===== config.mk =====
export PLATFORM = sky130hd
export DESIGN_NAME = mul5_arb_ctrl_flat
export DESIGN_NICKNAME = d
export VERILOG_FILES = /design/src/rtl/mul5_pkg.sv /design/src/rtl/mul5_arb_ctrl_if.sv /design/src/rtl/rr_arb2.sv /design/src/rtl/mul5_arb_ctrl.sv /design/src/flat_wrapper.sv
export SDC_FILE = /design/constraint.sdc
export NUM_CORES = 1
export LEC_CHECK = 0
export CORE_ASPECT_RATIO = 1.2
export CORE_UTILIZATION = 39
export DETAILED_ROUTE_END_ITERATION = 10
export PLACE_DENSITY = 0.78
export SYNTH_ARGS = -nofsm -noshare
export SYNTH_HDL_FRONTEND = slang
export SYNTH_SLANG_ARGS = --single-unit

===== constraint.sdc =====
create_clock -name clk -period 1.4 [get_ports clk]
set_input_delay 0.21 -clock clk [delete_from_list [all_inputs] [get_ports clk]]
set_output_delay 0.21 -clock clk [all_outputs]
set_load 0.01 [all_outputs]

===== src/rtl/mul5_pkg.sv =====
// mul5_pkg: shared FSM state type and default multiplier latency for mul5_arb_ctrl
package mul5_pkg;
    localparam int MUL_LAT_DEF = 6;
    typedef enum logic [1:0] {IDLE, BUSY, DONE} state_e;
endpackage


===== src/rtl/mul5_arb_ctrl_if.sv =====
// mul5_arb_ctrl_if: requester, response and multiplier signals of mul5_arb_ctrl
// slave = controller view, master = environment view (requesters, consumer, multiplier)
interface mul5_arb_ctrl_if;
    logic       req0_valid, req1_valid, req0_ready, req1_ready;
    logic [4:0] req0_a, req0_b, req1_a, req1_b;
    logic       rsp_valid, rsp_ready, rsp_id;
    logic [9:0] rsp_p;
    logic [4:0] mul_a, mul_b;
    logic       mul_en;
    logic [9:0] mul_p;
    logic       busy;
    modport slave (
        input  req0_valid, req1_valid, req0_a, req0_b, req1_a, req1_b, rsp_ready, mul_p,
        output req0_ready, req1_ready, rsp_valid, rsp_id, rsp_p, mul_a, mul_b, mul_en, busy
    );
    modport master (
        output req0_valid, req1_valid, req0_a, req0_b, req1_a, req1_b, rsp_ready, mul_p,
        input  req0_ready, req1_ready, rsp_valid, rsp_id, rsp_p, mul_a, mul_b, mul_en, busy
    );
endinterface


===== src/rtl/rr_arb2.sv =====
// rr_arb2: two-way round-robin arbiter
// req_i: request vector, last_i: index granted last time, gnt_o: one-hot grant
module rr_arb2 (
    input  logic [1:0] req_i,
    input  logic       last_i,
    output logic [1:0] gnt_o
);
    assign gnt_o[0] = req_i[0] & (~req_i[1] | last_i);
    assign gnt_o[1] = req_i[1] & (~req_i[0] | ~last_i);
endmodule


===== src/rtl/mul5_arb_ctrl.sv =====
// mul5_arb_ctrl: arbitrates two requesters onto one external pipelined 5x5 multiplier
// clk: clock, rst_n: sync active-high reset, bus: requester/response/multiplier signals
module mul5_arb_ctrl
    import mul5_pkg::*;
#(
    parameter int MUL_LAT = MUL_LAT_DEF
) (
    input  logic           clk,
    input  logic           rst_n,
    mul5_arb_ctrl_if.slave bus
);
    localparam int CW = $clog2(MUL_LAT + 1);
    state_e        state_q;
    logic [CW-1:0] cnt_q;
    logic          last_q, id_q, idle;
    logic [4:0]    a_q, b_q;
    logic [9:0]    p_q;
    logic [1:0]    gnt;
    rr_arb2 u_arb (
        .req_i  ({bus.req1_valid, bus.req0_valid}),
        .last_i (last_q),
        .gnt_o  (gnt)
    );
    // ready is held low during reset even before the state register has settled
    assign idle           = (state_q == IDLE) & ~rst_n;
    assign bus.req0_ready = idle & gnt[0];
    assign bus.req1_ready = idle & gnt[1];
    assign bus.mul_a      = a_q;
    assign bus.mul_b      = b_q;
    assign bus.mul_en     = state_q == BUSY;
    assign bus.busy       = state_q != IDLE;
    assign bus.rsp_valid  = state_q == DONE;
    assign bus.rsp_id     = id_q;
    assign bus.rsp_p      = p_q;
    always_ff @(posedge clk) begin
        if (rst_n) begin
            state_q <= IDLE;
            cnt_q   <= '0;
            last_q  <= 1'b1;
            id_q    <= 1'b0;
            a_q     <= '0;
            b_q     <= '0;
            p_q     <= '0;
        end else begin
            case (state_q)
                IDLE: if (|gnt) begin
                    a_q     <= gnt[1] ? bus.req1_a : bus.req0_a;
                    b_q     <= gnt[1] ? bus.req1_b : bus.req0_b;
                    id_q    <= gnt[1];
                    last_q  <= gnt[1];
                    cnt_q   <= '0;
                    state_q <= BUSY;
                end
                // capture one edge after the counter reaches MUL_LAT, so the product
                // sampled here is MUL_LAT+1 edges after the operands were driven
                BUSY: if (cnt_q == CW'(MUL_LAT)) begin
                    p_q     <= bus.mul_p;
                    state_q <= DONE;
                end else begin
                    cnt_q <= cnt_q + 1'b1;
                end
                DONE: if (bus.rsp_ready) state_q <= IDLE;
                default: state_q <= IDLE;
            endcase
        end
    end
endmodule


===== src/flat_wrapper.sv =====
// flat-port wrapper written by rule: the top's interface ports become plain ports
module mul5_arb_ctrl_flat import mul5_pkg::*;
#(
    parameter int MUL_LAT = MUL_LAT_DEF
)
  (clk, rst_n, bus_req0_valid, bus_req1_valid, bus_req0_a, bus_req0_b, bus_req1_a, bus_req1_b, bus_rsp_ready, bus_mul_p, bus_req0_ready, bus_req1_ready, bus_rsp_valid, bus_rsp_id, bus_rsp_p, bus_mul_a, bus_mul_b, bus_mul_en, bus_busy);
  mul5_arb_ctrl_if bus_i ();
  input  logic clk;
  input  logic rst_n;
  input wire logic [$bits(bus_i.req0_valid)-1:0] bus_req0_valid;
  input wire logic [$bits(bus_i.req1_valid)-1:0] bus_req1_valid;
  input wire logic [$bits(bus_i.req0_a)-1:0] bus_req0_a;
  input wire logic [$bits(bus_i.req0_b)-1:0] bus_req0_b;
  input wire logic [$bits(bus_i.req1_a)-1:0] bus_req1_a;
  input wire logic [$bits(bus_i.req1_b)-1:0] bus_req1_b;
  input wire logic [$bits(bus_i.rsp_ready)-1:0] bus_rsp_ready;
  input wire logic [$bits(bus_i.mul_p)-1:0] bus_mul_p;
  output wire logic [$bits(bus_i.req0_ready)-1:0] bus_req0_ready;
  output wire logic [$bits(bus_i.req1_ready)-1:0] bus_req1_ready;
  output wire logic [$bits(bus_i.rsp_valid)-1:0] bus_rsp_valid;
  output wire logic [$bits(bus_i.rsp_id)-1:0] bus_rsp_id;
  output wire logic [$bits(bus_i.rsp_p)-1:0] bus_rsp_p;
  output wire logic [$bits(bus_i.mul_a)-1:0] bus_mul_a;
  output wire logic [$bits(bus_i.mul_b)-1:0] bus_mul_b;
  output wire logic [$bits(bus_i.mul_en)-1:0] bus_mul_en;
  output wire logic [$bits(bus_i.busy)-1:0] bus_busy;
  assign bus_i.req0_valid = bus_req0_valid;
  assign bus_i.req1_valid = bus_req1_valid;
  assign bus_i.req0_a = bus_req0_a;
  assign bus_i.req0_b = bus_req0_b;
  assign bus_i.req1_a = bus_req1_a;
  assign bus_i.req1_b = bus_req1_b;
  assign bus_i.rsp_ready = bus_rsp_ready;
  assign bus_i.mul_p = bus_mul_p;
  assign bus_req0_ready = bus_i.req0_ready;
  assign bus_req1_ready = bus_i.req1_ready;
  assign bus_rsp_valid = bus_i.rsp_valid;
  assign bus_rsp_id = bus_i.rsp_id;
  assign bus_rsp_p = bus_i.rsp_p;
  assign bus_mul_a = bus_i.mul_a;
  assign bus_mul_b = bus_i.mul_b;
  assign bus_mul_en = bus_i.mul_en;
  assign bus_busy = bus_i.busy;
  mul5_arb_ctrl #(.MUL_LAT(MUL_LAT)) u_core (.clk(clk), .rst_n(rst_n), .bus(bus_i));
endmodule

==> results of run 1 <==
-- what timing repair did --
item,in CTS,in global routing
endpoints found under the hold margin,0,0
resized for setup,48,11
setup buffers,2,1
hold buffers,0,0
pin swaps,2,2
endpoints found under the setup margin,27,16
-- layout by cell type (no fill, tap or decap), types with 3 or more instances in the layout --
master	synthesis	routed
nand2_1	42	42
clkdlybuf4s50_1	0	34
dfxtp_1	27	24
a21oi_1	23	23
dlygate4sd2_1	0	22
buf_4	4	16
a311oi_1	10	10
inv_2	1	3
clkbuf_4	0	3
buf_2	2	3
dfxtp_2	0	3
-- per-layer routing --
metal	wire, um	GRT usage, %	up-vias	share of wire [%]
met4	48	8.224	0	1.5
li1	-	-	644	-
met1	1275	21.93	586	39
met2	1734	38.92	51	52
met3	250	3.650	4	7.6
met5	0	0	-	0
-- cells by family after synthesis --
group           after synthesis
buf+inv                      12
simple gates                 61
flops                        27
fa+ha+maj                     2
compound gates               41
-- Yosys cell counts, drive strengths merged --
cell type and number:
o21ai 1, o22ai 1, nand2 42, nand4b 1, or2 2, or4 1, nand2b 3, nor2 3
a21boi 1, nor3 1, o32ai 1, inv 3, and2 1, nor4b 1, a21oi 23, buf 6
nand3b 1, o211ai 1, a21bo 1, nand4bb 1, dfxtp 27, ha 2, clkbuf 3, a221o 1
and4b 1, nor2b 3, a311oi 10, o31ai 1
-- area by class of cell --
| type | count | area [um2] | share of cell area [%] |
|---|---|---|---|
| Clock inverter | 1 | 5.005 | 0.2561 |
| Multi-Input combinational cell | 104 | 649.4 | 33.23 |
| Inverter | 3 | 11.26 | 0.5762 |
| Timing Repair Buffer | 76 | 679.4 | 34.76 |
| Sequential cell | 27 | 544.3 | 27.85 |
| Tap cell | 34 | 42.54 | 2.177 |
| Clock buffer | 3 | 22.52 | 1.152 |
-- state kept, by name, summed over array words and instances, names as in the netlist --
name	flops
u_core.state_q	2
u_core.last_q	1
u_core.cnt_q	3
u_core.bus.mul_a	5
u_core.bus.rsp_p	10
u_core.bus.rsp_id	1
u_core.bus.mul_b	5
-- metrics by stage --
| stage | instance area, um2 | setup slack [ns] | TNS [ns] |
|---|---|---|---|
| floorplan | 1186 | 0.09298 | 0 |
| global placement | 1876 | -0.4555 | -3.367 |
| detailed placement | 1876 | -0.4564 | -3.782 |
| CTS | 1896 | -0.05494 | -0.1023 |
| global route | 1954 | -0.09932 | -0.2278 |
| finish | 1954 | -0.03665 | -0.06019 |
-- tightest hold or removal path, cell delays in order --
cell	delay, ns
clkdlybuf4s50_1	0.40
nand2_1	0.06
a21oi_1	0.05
-- worst max-delay path by stage --
stage	start	to	slack, ns
global placement	bus_req1_valid	bus_req1_ready	-0.46
finish	u_core.state_q[0]	bus_req0_ready	-0.04
detailed placement	bus_req1_valid	bus_req1_ready	-0.46
global route	u_core.state_q[0]	bus_req0_ready	-0.1
CTS	u_core.state_q[0]	bus_req0_ready	-0.05
floorplan	u_core.state_q[1]	bus_req0_ready	0.09
-- power by group --
group          leakage [nW]  internal (mW)  switching (mW)
clock network        0.0177          0.107           0.229
registers             0.222          0.813          0.0257
logic                 0.593          0.228           0.180
==> metrics.md, run 1 <==
| Metric | Value |
|---|---|
| MaxCap Viol Count | 0 |
| Clk pin slew, worst setup/hold paths | 0.14 ns |
| Pwr per Cell Area | 810.2 mW/mm2 |
| Status | finished with violations |
| Syn Nets | 180 |
| Die ar. | 0.003267 mm2 |
| Post-synthesis simple-gate area fraction | 24.37% |
| Site Rows | 21 |
| Vias | 1,285 |
| Syn_area_per_cell | 8.295 um2 |
| WL per Instance | 13.34 um |
| Htree depth | 1 |
| Failing checks | setup timing |
| Worst reg2reg path endpoint | u_core.cnt_q[0] |
| Core area | 0.002838 mm2 |
| Lkg Pwr | 0.8329 nW |
| Tmin final | 1.437 ns |
| Initial Util | 41.80% |
| Worst path max stage delay | 0.37 ns |
| Die Wd | 52.35 um |
| Ports | 61 |
| Final Max Slew Viols | 0 |
| RSZ-0062 raised after global routing | yes |
| GRT Residual Overflow | 0 |
| IO Port Bufs | 60 |
| PnR worst setup slack | -0.03665 ns |
| Netlist cell types | 31 |
| Tot GR Track Use | 20.90% |
| Worst Tran Pin Value | 0.4199 ns |
| Vias in the first global route | 1,270 |
| Non-Filler Instances | 248 |
| Longest Clk Path Bufs | 2 |
| Filler cell count | 252 |
| Slew headroom | 71.98% |
| Post-DR vias/cell | 5.181 |
| Final GP Congestion | 0.7306 |
| Worst-path cell chain | nor2_4 > inv_2 > nor4b_2 > buf_2 |
| Startpoint type of the worst setup path | flop |
| Power Total | 1.583 mW |
| First-pass GRT wire length | 5.292 mm |
| CTS Buf Count | 3 |
| Final hold vios | 0 |
| Post-synthesis mux area share | 0% |
| Slowest CP cell | dfxtp_2 |
| Ys Warns | 0 |
| Post-Syn Instances | 143 |
| Combinational family with the most area after synthesis | simple AND/OR/NAND/NOR gates |
| TritonCTS clock tree | built |
| Number of diodes | 0 |
| Final setup vio count | 2 |
| Final WL | 3.308 mm |
| Reg2reg start | u_core.cnt_q[0] |
| Levels on crit path | 4 |
| Residual DRC | 0 |
| Adder-Cell Fraction of Synth Area | 2.110% |
| Register area share after synthesis | 45.57% |
| Initial antenna violation count | 0 |
| Tcrit/Tclk final | 102.6% |
| Drt pass-1 iters | 4 |
| Sinks on Clock Net | 27 |
| Hold depth | 3 |
| Largest net degree at the start of global routing | 25 |
| Mapped Area | 0.001186 mm2 |
| Arrival @ worst endpoint | 1.23 ns |
| Flops & latches, synth | 27 |
| CP required | 1.19 ns |
| CTS Root Cell | clkbuf_4 |
| Placed cells | 241 |
| Leading area contributor after synthesis | dfxtp_1 |
| R2R setup slack | 0.01 ns |
| Hold path startpoint | bus_mul_p[7] |
| Synth top area cells | dfxtp_1 46%, nand2_1 13%, a21oi_1 9.7%, a311oi_1 7.4%, buf_4 2.5% |
| Hold path endpoint | u_core.bus.rsp_p[7] |
| Layout cell share with drive strength beyond 1 | 20.56% |
| ANT nets after route | 0 |
| Final #Nets | 252 |
| Crit path buf inv count | 2 |
| Worst IR Drop VDD | 0.4400 mV |
| Clock Latency Late Sink | 0.32 ns |
| R2R depth | 5 |
| Synth Area in XOR/XNOR | 0% |
| Synth Area in Compound Gates | 22.68% |
| Crit Path Category | reg -> out |
| Crit Path Max Fanout | 4 |
| Delay-heaviest family, CP | flip-flops |
| Initial drt markers | 22 |
| Die H | 62.41 um |
| Core Util, Final | 68.87% |
| Fmax achieved | 0.6961 GHz |
| Share of the synthesized area in the top cell type | 45.57% |
| Dpl hpwl | 2.453 mm |
| Worst hold slack | 0.4247 ns |
| Worst Setup End Kind | output port |
| Min-delay worst type | in -> reg |
| Area Overhead vs Synth | 64.77% |
| Post-route clock skew | 0.001774 ns |
Power figures use the tool's default switching activity.
==> run 2: changes to the inputs <==
CORE_MARGIN = 8   (was unset)
==> metrics.md, run 2 (synthesis gave the netlist of run 1 again) <==
| Metric | Value |
|---|---|
| Failing checks | setup timing (unchanged) |
| TritonCTS clock tree | built (unchanged) |
| Clk pin slew, worst setup/hold paths | 0.15 ns (was 0.14 ns) |
| DP Worst Slack | -0.4504 ns (was -0.4564 ns) |
| Final GP Congestion | 0.8455 (was 0.7306) |
| Worst Tran Pin Value | 0.4405 ns (was 0.4199 ns) |
| Critical Path Sink | bus_req0_ready (unchanged) |
| GRT Residual Overflow | 0 (unchanged) |
| Initial antenna violation count | 0 (unchanged) |
| Tcrit/Tclk final | 101.6% (was 102.6%) |
| Clock Latency Late Sink | 0.33 ns (was 0.32 ns) |
| Final #Nets | 255 (was 252) |
| Post-DR vias/cell | 5.091 (was 5.181) |
| CTS Buf Count | 3 (unchanged) |
| Die H | 76.41 um (was 62.41 um) |
| Sw frac | 27.57% (was 27.48%) |
| RSZ-0062 raised after global routing | yes (unchanged) |
| Final setup vio count | 1 (was 2) |
| Die Wd | 66.35 um (was 52.35 um) |
| ANT nets after route | 0 (unchanged) |
| Critical path origin | u_core.state_q[0] (unchanged) |
| Residual DRC | 0 (unchanged) |
| Area Overhead vs Synth | 65.08% (was 64.77%) |
| Dpl hpwl | 2.887 mm (was 2.453 mm) |
| Number of diodes | 0 (unchanged) |
| Tot GR Track Use | 14.59% (was 20.90%) |
| R2R setup slack | 0.04 ns (was 0.01 ns) |
| Htree depth | 1 (unchanged) |
| Core area | 0.002973 mm2 (was 0.002838 mm2) |
| MaxCap Viol Count | 0 (unchanged) |
| Reg2reg start | u_core.state_q[1] (was u_core.cnt_q[0]) |
| Max FFs per register | 10 (unchanged) |
| Startpoint type of the worst setup path | flop (unchanged) |
| Layout cell share with drive strength beyond 1 | 21.20% (was 20.56%) |
| Largest net degree at the start of global routing | 22 (was 25) |
| Most common cell after layout, fill and taps aside | nand2_1 (unchanged) |
| Vias in the first global route | 1,374 (was 1,270) |
| Final hold vios | 0 (unchanged) |
| WL per Instance | 14.52 um (was 13.34 um) |
| Commonest cells after routing, fill and taps aside | 42 x nand2_1, 33 x clkdlybuf4s50_1, 23 x a21oi_1, 23 x dfxtp_1, 22 x dlygate4sd2_1 (was 42 x nand2_1, 34 x clkdlybuf4s50_1, 24 x dfxtp_1) |
| Arrival @ worst endpoint | 1.21 ns (was 1.23 ns) |
| Crit Path Category | reg -> out (unchanged) |
| Min-delay worst type | in -> reg (unchanged) |
| Initial drt markers | 94 (was 22) |
| IO Port Bufs | 60 (unchanged) |
| Site Rows | 22 (was 21) |
| Ports | 61 (unchanged) |
| Worst Setup End Kind | output port (unchanged) |
| Vias | 1,288 (was 1,285) |
| Lkg Pwr | 0.8403 nW (was 0.8329 nW) |
| Internal cell power | 1.155 mW (was 1.148 mW) |
| Non-Filler Instances | 253 (was 248) |
| Fmax achieved | 0.7028 GHz (was 0.6961 GHz) |
| Power share of the sequential group | 52.7% (was 53.0%) |
| Longest Clk Path Bufs | 2 (unchanged) |
| Setup Total Neg Slack | -0.02285 ns (was -0.06019 ns) |
| Drt pass-1 iters | 4 (unchanged) |
| Final WL | 3.674 mm (was 3.308 mm) |
| Clock share of power | 21.7% (was 21.2%) |
| Initial Util | 39.90% (was 41.80%) |
| Hold depth | 3 (unchanged) |
| CP required | 1.19 ns (about the same) |
| Pwr per Cell Area | 814.1 mW/mm2 (was 810.2 mW/mm2) |
| Die ar. | 0.005069 mm2 (was 0.003267 mm2) |
| R2R depth | 5 (unchanged) |
| Sinks on Clock Net | 27 (unchanged) |
| Status | finished with violations (unchanged) |
| First-pass GRT wire length | 6.127 mm (was 5.292 mm) |
| Worst IR Drop VDD | 0.5341 mV (was 0.4400 mV) |
| Psw | 0.4394 mW (was 0.4350 mW) |
| CTS Root Cell | clkbuf_4 (unchanged) |
| Final Max Slew Viols | 0 (unchanged) |
| Crit Path Max Fanout | 3 (was 4) |
| Post-route clock skew | 0.003092 ns (was 0.001774 ns) |
| Slew headroom | 70.60% (was 71.98%) |
| Tmin final | 1.423 ns (was 1.437 ns) |
| PnR worst setup slack | -0.02285 ns (was -0.03665 ns) |
| Comb pwr share | 25.6% (was 25.8%) |
| Placed cells | 246 (was 241) |
| Worst reg2reg path endpoint | u_core.cnt_q[0] (unchanged) |
run 2: changes by cell type in the layout (fill, tap and decap cells not counted), sizes merged:
cell	delta
buf	+4
clkdlybuf4s50	-1
clkinv	-1
clkinvlp	+1
run 2: repair_timing:
| action | in CTS | in global routing |
|---|---|---|
| hold buffers | 0 | 0 |
| resized for setup | 48 | 11 |
| setup buffers | 1 | 2 |
| setup endpoints to repair | 27 | 19 |
| pin swaps | 0 | 3 |
| endpoints found under the hold margin | 0 | 0 |
run 2: worst max-delay path, stage by stage (launching register included):
cell and delay, ns:
dfxtp_2 0.36, nor2_4 0.11, inv_2 0.05, nor4b_2 0.19, buf_2 0.17
run 2: per-stage QoR:
stage          total power, mW  area, um2  hold WS, ns  utilization [%]
4_1_cts                  1.581       1908       0.4240            64.18
6_report                 1.594       1958       0.4206            65.87
3_5_place_dp             1.267       1901       0.4490            63.93
3_3_place_gp             1.257       1901       0.4413            63.93
5_1_grt                  1.677       1958       0.4226            65.87
2_1_floorplan            1.015       1186       0.3460                -
run 2: how the worst min path moves through the flow:
stage	startpoint	endpoint	slack, ns
2_1_floorplan	bus_mul_p[0]	u_core.bus.rsp_p[0]	0.35
3_3_place_gp	u_core.bus.rsp_p[0]	u_core.bus.rsp_p[0]	0.44
3_5_place_dp	u_core.bus.rsp_p[8]	u_core.bus.rsp_p[8]	0.45
4_1_cts	bus_mul_p[0]	u_core.bus.rsp_p[0]	0.42
5_1_grt	bus_mul_p[8]	u_core.bus.rsp_p[8]	0.42
6_report	bus_mul_p[8]	u_core.bus.rsp_p[8]	0.42
run 2: area by class of cell:
| class | count | area (um2) |
|---|---|---|
| multi-input combinational | 104 | 619.3 |
| clock inverter | 1 | 7.507 |
| inverter | 3 | 11.26 |
| timing repair buffer | 79 | 706.9 |
| sequential | 27 | 545.5 |
| fill | 272 | 1015 |
| clock buffer | 3 | 22.52 |
| tap | 36 | 45.04 |
run 2: power by group through the flow:
stage	clock [mW]	combinational [mW]	sequential, mW
floorplan	0	0.147	0.869
global placement	0	0.404	0.853
detailed placement	0	0.413	0.854
CTS	0.350	0.393	0.838
global route	0.386	0.446	0.845
finish	0.347	0.407	0.840
run 2: metal layers:
layer  part of all wire, %  GRT usage, %  up-vias
met5                     0             0        -
met4                   1.8         7.066        0
met3                   8.4         4.559        4
met2                    51         25.27       54
met1                    39         15.09      579
li1                      -             -      651
==> run 3: changes to the inputs <==
ABC_AREA = 1   (was unset)
CORE_UTILIZATION = 40   (was 39)
SLEW_MARGIN = 25   (was unset)
==> metrics.md, run 3 <==
| Metric | Value |
|---|---|
| Status | finished clean (was finished with violations) |
| Synth cell count leaders | 60 x nand2_1, 42 x nor2_1, 27 x dfxtp_1 (was 42 x nand2_1, 27 x dfxtp_1, 23 x a21oi_1) |
| Initial drt markers | 35 (was 94) |
| Power share of the sequential group | 51.7% (was 52.7%) |
| Crit Path Category | reg -> out (unchanged) |
| Hold path endpoint | u_core.bus.rsp_p[2] (was u_core.bus.rsp_p[8]) |
| RSZ-0062 raised after global routing | yes (unchanged) |
| Most common cell after layout, fill and taps aside | nand2_1 (unchanged) |
| Final setup vio count | 0 (was 1) |
| Setup Total Neg Slack | 0 ns (was -0.02285 ns) |
| Slowest CP cell | dfxtp_2 (unchanged) |
| Vias in the first global route | 1,239 (was 1,374) |
| Final WL | 3.458 mm (was 3.674 mm) |
| Drt pass-1 iters | 4 (unchanged) |
| Synth Area in Compound Gates | 7.992% (was 22.68%) |
| Synth Area in XOR/XNOR | 0% (unchanged) |
| Die ar. | 0.005185 mm2 (was 0.005069 mm2) |
| Post-synthesis mux area share | 0% (unchanged) |
| Sw frac | 28.42% (was 27.57%) |
| MaxCap Viol Count | 0 (unchanged) |
| Min-delay worst type | in -> reg (unchanged) |
| Worst-path cell chain | nor2_4 > inv_2 > nor3_2 > buf_2 (was nor2_4 > inv_2 > nor4b_2 > buf_2) |
| Worst IR Drop VDD | 0.5051 mV (was 0.5341 mV) |
| Number of diodes | 0 (unchanged) |
| Tot GR Track Use | 13.00% (was 14.59%) |
| CTS Root Cell | clkbuf_4 (unchanged) |
| Synth top area cells | dfxtp_1 43%, nand2_1 18%, nor2_1 13%, inv_1 6.0%, o21ai_0 5.2% (was dfxtp_1 46%, nand2_1 13%, a21oi_1 9.7%, a311oi_1 7.4%, buf_4 2.5%) |
| Number of flops mapped to enable cells by yosys | 0 (unchanged) |
| Final Max Slew Viols | 0 (unchanged) |
| GRT Residual Overflow | 0 (unchanged) |
| Worst path max stage delay | 0.36 ns (about the same) |
| Final hold vios | 0 (unchanged) |
| TritonCTS clock tree | built (unchanged) |
| Worst reg2reg path endpoint | u_core.bus.rsp_p[7] (was u_core.cnt_q[0]) |
| Mapped Area | 0.001252 mm2 (was 0.001186 mm2) |
| Combinational family with the most area after synthesis | simple AND/OR/NAND/NOR gates (unchanged) |
| Syn_area_per_cell | 6.489 um2 (was 8.295 um2) |
| Dpl hpwl | 2.626 mm (was 2.887 mm) |
| Worst Tran Pin Value | 0.1932 ns (was 0.4405 ns) |
| Comb pwr share | 27.5% (was 25.6%) |
| Hold path startpoint | bus_mul_p[2] (was bus_mul_p[8]) |
| Post-route clock skew | 0.005866 ns (was 0.003092 ns) |
| Netlist cell types | 19 (was 31) |
| Pwr per Cell Area | 812.7 mW/mm2 (was 814.1 mW/mm2) |
| Vias | 1,354 (was 1,288) |
| Reg2reg start | u_core.cnt_q[0] (was u_core.state_q[1]) |
| Core area | 0.003028 mm2 (was 0.002973 mm2) |
| Htree depth | 1 (unchanged) |
| IO Port Bufs | 60 (unchanged) |
| Crit Path Max Fanout | 3 (unchanged) |
| Arrival @ worst endpoint | 1.14 ns (was 1.21 ns) |
| Core Util, Final | 66.12% (was 65.87%) |
| Tmin final | 1.351 ns (was 1.423 ns) |
| Share of the synthesized area in the top cell type | 43.16% (was 45.57%) |
| Longest Clk Path Bufs | 2 (unchanged) |
| Initial Util | 41.36% (was 39.90%) |
| Ys flop type | dfxtp_1 (unchanged) |
| Top-count cell post-synth | nand2_1 (unchanged) |
| Startpoint type of the worst setup path | flop (unchanged) |
| Asr flop ratio synth | 0% (unchanged) |
| Worst Setup End Kind | output port (unchanged) |
| Post-Syn Instances | 193 (was 143) |
| Residual DRC | 0 (unchanged) |
| Syn Nets | 230 (was 180) |
| Sinks on Clock Net | 27 (unchanged) |
| Internal cell power | 1.165 mW (was 1.155 mW) |
| Commonest cells after routing, fill and taps aside | 58 x nand2_1, 42 x nor2_1, 34 x clkdlybuf4s50_1 (was 42 x nand2_1, 33 x clkdlybuf4s50_1, 23 x a21oi_1, 23 x dfxtp_1, 22 x dlygate4sd2_1) |
| Adder-Cell Fraction of Synth Area | 1.998% (was 2.110%) |
| Hold depth | 3 (unchanged) |
| Flops & latches, synth | 27 (unchanged) |
| Ports | 61 (unchanged) |
| Initial antenna violation count | 0 (unchanged) |
| Tcrit/Tclk final | 96.50% (was 101.6%) |
| Leading area contributor after synthesis | dfxtp_1 (unchanged) |
| Max FFs per register | 10 (unchanged) |
| Post-DR vias/cell | 4.498 (was 5.091) |
| Clock share of power | 20.8% (was 21.7%) |
| Die Wd | 67.08 um (was 66.35 um) |
| Ys Warns | 0 (unchanged) |
| Critical path origin | u_core.state_q[0] (unchanged) |
| R2R depth | 7 (was 5) |
| First-pass GRT wire length | 5.416 mm (was 6.127 mm) |
| Worst hold slack | 0.4492 ns (was 0.4206 ns) |
| Die H | 77.30 um (was 76.41 um) |
| Clk pin slew, worst setup/hold paths | 0.14 ns (was 0.15 ns) |
| Final GP Congestion | 0.7948 (was 0.8455) |
| Layout cell share with drive strength beyond 1 | 16.23% (was 21.20%) |
| CP required | 1.19 ns (about the same) |
| Fmax achieved | 0.7402 GHz (was 0.7028 GHz) |
| Area Overhead vs Synth | 59.84% (was 65.08%) |
| Clock Latency Late Sink | 0.33 ns (about the same) |
| WL per Instance | 11.49 um (was 14.52 um) |
| Post-synthesis simple-gate area fraction | 35.96% (was 24.37%) |
| CTS Buf Count | 3 (unchanged) |
| Register area share after synthesis | 43.16% (was 45.57%) |
| ANT nets after route | 0 (unchanged) |
| Largest net degree at the start of global routing | 24 (was 22) |
| Lkg Pwr | 1.038 nW (was 0.8403 nW) |
| Site Rows | 22 (unchanged) |
| Final #Nets | 303 (was 255) |
| Psw | 0.4624 mW (was 0.4394 mW) |
| Slew headroom | 87.10% (was 70.60%) |
| R2R setup slack | 0.15 ns (was 0.04 ns) |
-- run 3: routing by layer --
metal | GRT usage [%] | vias to the layer above | share of wire, %
li1 | - | 724 | -
met1 | 13.96 | 577 | 42
met2 | 22.15 | 48 | 46
met3 | 5.087 | 5 | 11
met4 | 4.403 | 0 | 1.2
met5 | 0 | - | 0
-- run 3: worst max path at each step --
| stage | depth (start not counted) | end | slack [ns] |
|---|---|---|---|
| 2_1_floorplan | 7 | u_core.bus.rsp_p[0] | 0.23 |
| 3_3_place_gp | 4 | bus_req0_ready | -0.31 |
| 3_5_place_dp | 4 | bus_req0_ready | -0.33 |
| 4_1_cts | 4 | bus_busy | 0.004 |
| 5_1_grt | 4 | bus_req0_ready | -0.02 |
| 6_report | 4 | bus_req0_ready | 0.05 |
-- run 3: power by group through the flow --
stage          Clock (mW)  Combinational, mW  Sequential, mW
2_1_floorplan           0              0.186           0.873
3_3_place_gp            0              0.452           0.854
3_5_place_dp            0              0.455           0.856
4_1_cts             0.351              0.428           0.839
5_1_grt             0.385              0.496           0.848
6_report            0.338              0.447           0.842
-- run 3: layout make-up --
class	count	area, um2
well taps	36	45.04
fillers	293	1026
clock buffers	3	22.52
flip-flops and latches	27	545.5
repair buffers	75	690.7
clock inverters	1	5.005
repair inverters	1	7.507
inverters	23	90.09
multi-input cells	135	595.6
-- run 3: cell families after synthesis --
kind of cell / count (synthesis)
simple gates: 113
buf+inv: 31
flops: 27
compound gates: 20
fa+ha+maj: 2
-- run 3: stage by stage --
stage          instance area (um2)  cells  setup slack (ns)  power [mW]
5_1_grt                       2002    301          -0.01620       1.728
3_5_place_dp                  1956    292           -0.3253       1.311
4_1_cts                       1946    296          0.003599       1.619
3_3_place_gp                  1956    292           -0.3116       1.306
6_report                      2002    301           0.04899       1.627
2_1_floorplan                 1252    193            0.2251       1.059
-- run 3: worst max-delay path, delay by kind of cell, from the launching register on --
kind	cells	cell delay, ns
buffers and inverters	2	0.21
flip-flops	1	0.36
AND/OR/NAND/NOR	2	0.25
-- run 3: what timing repair did --
item                       in CTS  in global routing
cloned                          0                  1
setup endpoints to repair      26                 15
resized for setup              44                 12
setup buffers                   0                  4
pin swaps                       0                  2
hold buffers                    0                  0
==> variant 1, RTL diff (config.mk and constraints of run 1) <==
Reset style: asynchronous (`rst_n`), changed in one clocked block. Comments in the files are not updated.
--- a/src/rtl/mul5_arb_ctrl.sv
+++ b/src/rtl/mul5_arb_ctrl.sv
@@ -33,5 +33,5 @@
     assign bus.rsp_id     = id_q;
     assign bus.rsp_p      = p_q;
-    always_ff @(posedge clk) begin
+    always_ff @(posedge clk or posedge rst_n) begin
         if (rst_n) begin
             state_q <= IDLE;
Function: differs if rst_n is asserted again (counterexample within 4 cycles, from zero or initial values and one cycle with rst_n high); with rst_n held inactive, the same outputs for 10 cycles.
==> variant 1 against run 1 <==
Area after synthesis rose by 6.2%; the flow still finishes with violations (setup timing); sequential share of layout area grew 4.8 points; worst hold slack lost 66 ps; design area increased by 6.0%; largest cell class unchanged; wire length down 10%; sequential cell count is the same; utilization fell by 1.1 points; critical path depth unchanged; setup slack got worse by 98 ps; die area up 6.0%.
Power is not compared: it rests on default switching activity, and its combinational part moved more than twofold at a synthesized area within 25%.
==> variant 1: results (changes against run 1) <==
| Metric | Value |
|---|---|
| Largest net degree at the start of global routing | 20 (-20%) |
| Area contributors post-synth | dfrtp_1 52%, mux2_2 20%, mux2_4 9.5%, dfstp_2 2.1%, ha_1 2.0% |
| Crit path max fanout | 6 (+2) |
| Worst path max stage delay | 580 ps (+210 ps) |
| Worst Setup Slack, final | -135 ps (-98.0 ps) |
| Drt pass-1 iters | 4 (unchanged) |
| Failing checks | setup timing |
| Worst hold path type | in -> async |
| Initial antenna violation count | 0 (unchanged) |
| Top post-synthesis cells by count | 26 x dfrtp_1, 22 x mux2_2, 8 x mux2_4 |
| Synth Area in Adders | 1.99% (-0.12 points) |
| Layout cells sized above 1 | 38.8% (+18 points) |
| Post-Route Skew | 5.23 ps (+3.45 ps) |
| FF-to-FF Start | u_core.last_q |
| Worst Tran Pin Value | 257 ps (-163 ps) |
| Asr flop ratio synth | 100% (+100 points) |
| Area post-placement | 1990 um^2 (+6.2%) |
| Vias after detailed routing | 1003 (-22%) |
| First-pass GRT wire length | 4620 um (-13%) |
| Post-Route WL | 2970 um (-10%) |
| Post-synth cell types | 23 (-26%) |
| Vias in the first global route | 1066 (-16%) |
| GR Util All Layers | 18.4% (-2.5 points) |
| Crit path DAT | 1760 ps (+530 ps) |
| FF-to-FF End | u_core.bus.mul_a[3] |
| Status | finished with violations |
| DPL Wire Length | 2320 um (-5.3%) |
| Setup TNS | -1240 ps (-1180 ps) |
| Post-synthesis compound-gate area fraction | 6.26% (-16 points) |
| Syn_nets | 129 (-28%) |
| Sequential area share after synthesis | 53.7% (+8.2 points) |
| Mux cell area share after synthesis | 29.2% (+29 points) |
| Cells on worst reg2reg path | 4 (-1) |
| Nets | 208 (-17%) |
| Final setup fails | 12 (+10) |
variant 1: cell types whose count changed after synthesis, sizes merged, moves of 10 or more:
cell    delta
dfrtp     +26
dfxtp     -27
nand2     -40
a21oi     -22
a311oi    -10
mux2      +30
variant 1: metrics by stage:
stage          hold slack, ps  cells
2_1_floorplan             262     92
3_3_place_gp              475    199
3_5_place_dp              493    199
4_1_cts                   358    204
5_1_grt                   360    206
6_report                  359    206
variant 1: kinds of logic after synthesis:
family	count (synthesis)
AO/OA/AOI/OAI	11
AND/OR/NAND/NOR	12
flip-flops	27
multiplexers	30
buffers and inverters	10
adder cells (fa/ha/maj)	2
variant 1: worst max-delay path by stage:
stage                          end  slack [ps]              start
6_report       u_core.bus.mul_a[3]        -130      u_core.last_q
5_1_grt             bus_req1_ready        -170  u_core.state_q[1]
4_1_cts        u_core.bus.mul_a[3]        -130      u_core.last_q
3_5_place_dp        bus_req1_ready        -450     bus_req1_valid
3_3_place_gp        bus_req1_ready        -390     bus_req1_valid
2_1_floorplan  u_core.bus.mul_a[0]         -70      u_core.last_q
variant 1: power by group:
| part | switching [mW] | internal, mW |
|---|---|---|
| sequential | 0.210 | 1.18 |
| combinational | 0.803 | 1.18 |
| clock | 0.231 | 0.109 |
variant 1: metal layers:
layer,up-vias,part of all wire (%),global-route usage [%]
li1,480,-,-
met1,494,40,20.2
met2,25,56,33.6
met3,4,3.4,2.86
met4,0,1.3,6.58
met5,-,0,0
variant 1: what timing repair did:
item | CTS | global route
endpoints found under the hold margin | 0 | 0
setup endpoints to repair | 46 | 25
gates cloned | 0 | 1
gates resized for setup | 53 | 11
buffers inserted | 1 | 2
pin swaps | 1 | 1
variant 1: critical path, delay by kind of cell (launching register included):
family / cells / cell delay (ps)
muxes: 2 / 580
DFF: 1 / 580
buffers and inverters: 1 / 130
AOI/OAI and AO/OA: 1 / 150
variant 1: area by class of cell:
type	count	area (um^2)
fillers	243	985
repair buffers	78	729
flip-flops and latches	27	677
multi-input cells	55	567
well taps	36	45.0
clock buffers	3	22.5
inverters	6	22.5
clock inverters	1	7.51
==> variant 2, RTL diff (settings of run 1) <==
Without the edit above. Set the package constant `MUL_LAT_DEF` to 5 (it was 6).
--- a/src/rtl/mul5_pkg.sv
+++ b/src/rtl/mul5_pkg.sv
@@ -1,5 +1,5 @@
 // mul5_pkg: shared FSM state type and default multiplier latency for mul5_arb_ctrl
 package mul5_pkg;
-    localparam int MUL_LAT_DEF = 6;
+    localparam int MUL_LAT_DEF = 5;
     typedef enum logic [1:0] {IDLE, BUSY, DONE} state_e;
 endpackage
Formal check against the unedited RTL: not equivalent (Yosys sat finds a counterexample within 10 cycles, from zero or initial values and one cycle with rst_n high).
==> variant 2 against run 1 <==
The flow still finishes with violations (setup timing); sequential cell count unchanged; wire length increased by 1.2%; design area is 1.7% higher; first-iteration DRC count increased by 4.5%; via count grew 3.1%; count of clock-buffer cells in the layout unchanged; setup slack got worse by 38 ps; critical path depth is the same; power is 1.1% higher; area after synthesis increased by 2.8%; highest routed layer unchanged.
==> variant 2: results (changes against run 1) <==
| Metric | Value |
|---|---|
| Placement Setup Slack | -497 ps (-41.0 ps) |
| Initial drt markers | 23 (+4.5%) |
| Failing checks | setup timing |
| Post-Synthesis Cells | 144 (+0.70%) |
| Via-to-Cell Ratio | 5.30 (+2.3%) |
| IO Port Bufs | 60 (unchanged) |
| Vias in the first global route | 1264 (-0.47%) |
| Lkg Pwr | 0.861 nW (+3.3%) |
| Drt wl/cell | 13.4 um (+0.37%) |
| GPL Wtd Cong | 0.718 (-1.7%) |
| Status | finished with violations |
| Slew HR | 79.8% (+7.8 points) |
| Setup TNS | -121 ps (-61.3 ps) |
| First-pass GRT wire length | 5250 um (-0.79%) |
| Top post-synthesis cells by count | 42 x nand2_1, 27 x dfxtp_1, 24 x a21oi_1 |
| Final Non-Filler Cells | 250 (+0.81%) |
| Crit path DAT | 1260 ps (+30 ps) |
| Area grow syn2layout | 63.0% |
| Syn_nets | 181 (+0.56%) |
| Cells after DPL | 244 (+1.2%) |
| Layout cells sized above 1 | 22.7% (+2.1 points) |
| Worst Setup Slack, final | -74.9 ps (-38.2 ps) |
| GR Util All Layers | 20.2% (-0.66 points) |
| Area post-placement | 1920 um^2 (+2.6%) |
| Post-synth cell types | 36 (+16%) |
| Sequential area share after synthesis | 44.3% (-1.3 points) |
| Maximum vdd drop | 447 uV (+1.5%) |
| Max reg flops | 10 (unchanged) |
| Filler cells | 257 (+2.0%) |
| DPL Wire Length | 2590 um (+5.6%) |
| Largest net degree at the start of global routing | 28 (+12%) |
| Final setup fails | 2 (unchanged) |
| Area contributors post-synth | dfxtp_1 44%, nand2_1 13%, a21oi_1 9.8%, a311oi_1 6.5%, buf_2 2.5% |
==> variant 2: worst max-delay path: stages (launching register included) <==
cell and delay [ps]:
dfxtp_2 360, nor2_4 130, inv_4 60, nor4b_4 230
buf_2 160
==> variant 2: layout make-up <==
cell class	instances	share of cell area (%)
well taps	34	2.14
inverters	3	0.692
clock inverters	1	0.378
repair buffers	78	35.6
multi-input cells	104	32.5
flip-flops and latches	27	27.6
clock buffers	3	1.13
==> variant 2: worst paths after layout <==
path	start	to	slack, ps	cells past startpoint
hold / removal	rst_n	u_core.last_q	230	2
setup reg to reg	u_core.cnt_q[1]	u_core.cnt_q[1]	50	4
hold reg to reg	u_core.bus.rsp_p[6]	u_core.bus.rsp_p[6]	460	2
setup / recovery	u_core.state_q[1]	bus_req0_ready	-70	4
==> variant 2: what timing repair did <==
action,in CTS,in global routing
pin swaps,0,0
cloned,0,0
endpoints found under the setup margin,27,13
setup buffers,0,3
resized for setup,55,9
==> variant 2: routing by layer <==
| metal | vias to the layer above | GRT usage, % | part of all wire, % |
|---|---|---|---|
| met3 | 2 | 5.31 | 7.8 |
| met5 | - | 0 | 0 |
| li1 | 651 | - | - |
| met1 | 619 | 21.3 | 40 |
| met4 | 0 | 3.29 | 0.42 |
| met2 | 53 | 38.8 | 51 |
==> variant 2: cells by family (layout without fill, tap and decap cells) <==
group	Yosys count	count (layout)	synth area share, %
and+or+nand+nor	60	60	24.3
AOI/OAI and AO/OA	42	42	23.4
DFF	27	27	44.3
buffers and inverters	13	85	5.95
adders and majority gates	2	2	2.05
==> variant 2: power by group <==
group          internal (mW)  leakage, nW  switching (mW)
Sequential             0.813        0.223          0.0271
Clock                  0.109       0.0139           0.235
Combinational          0.234        0.624           0.182
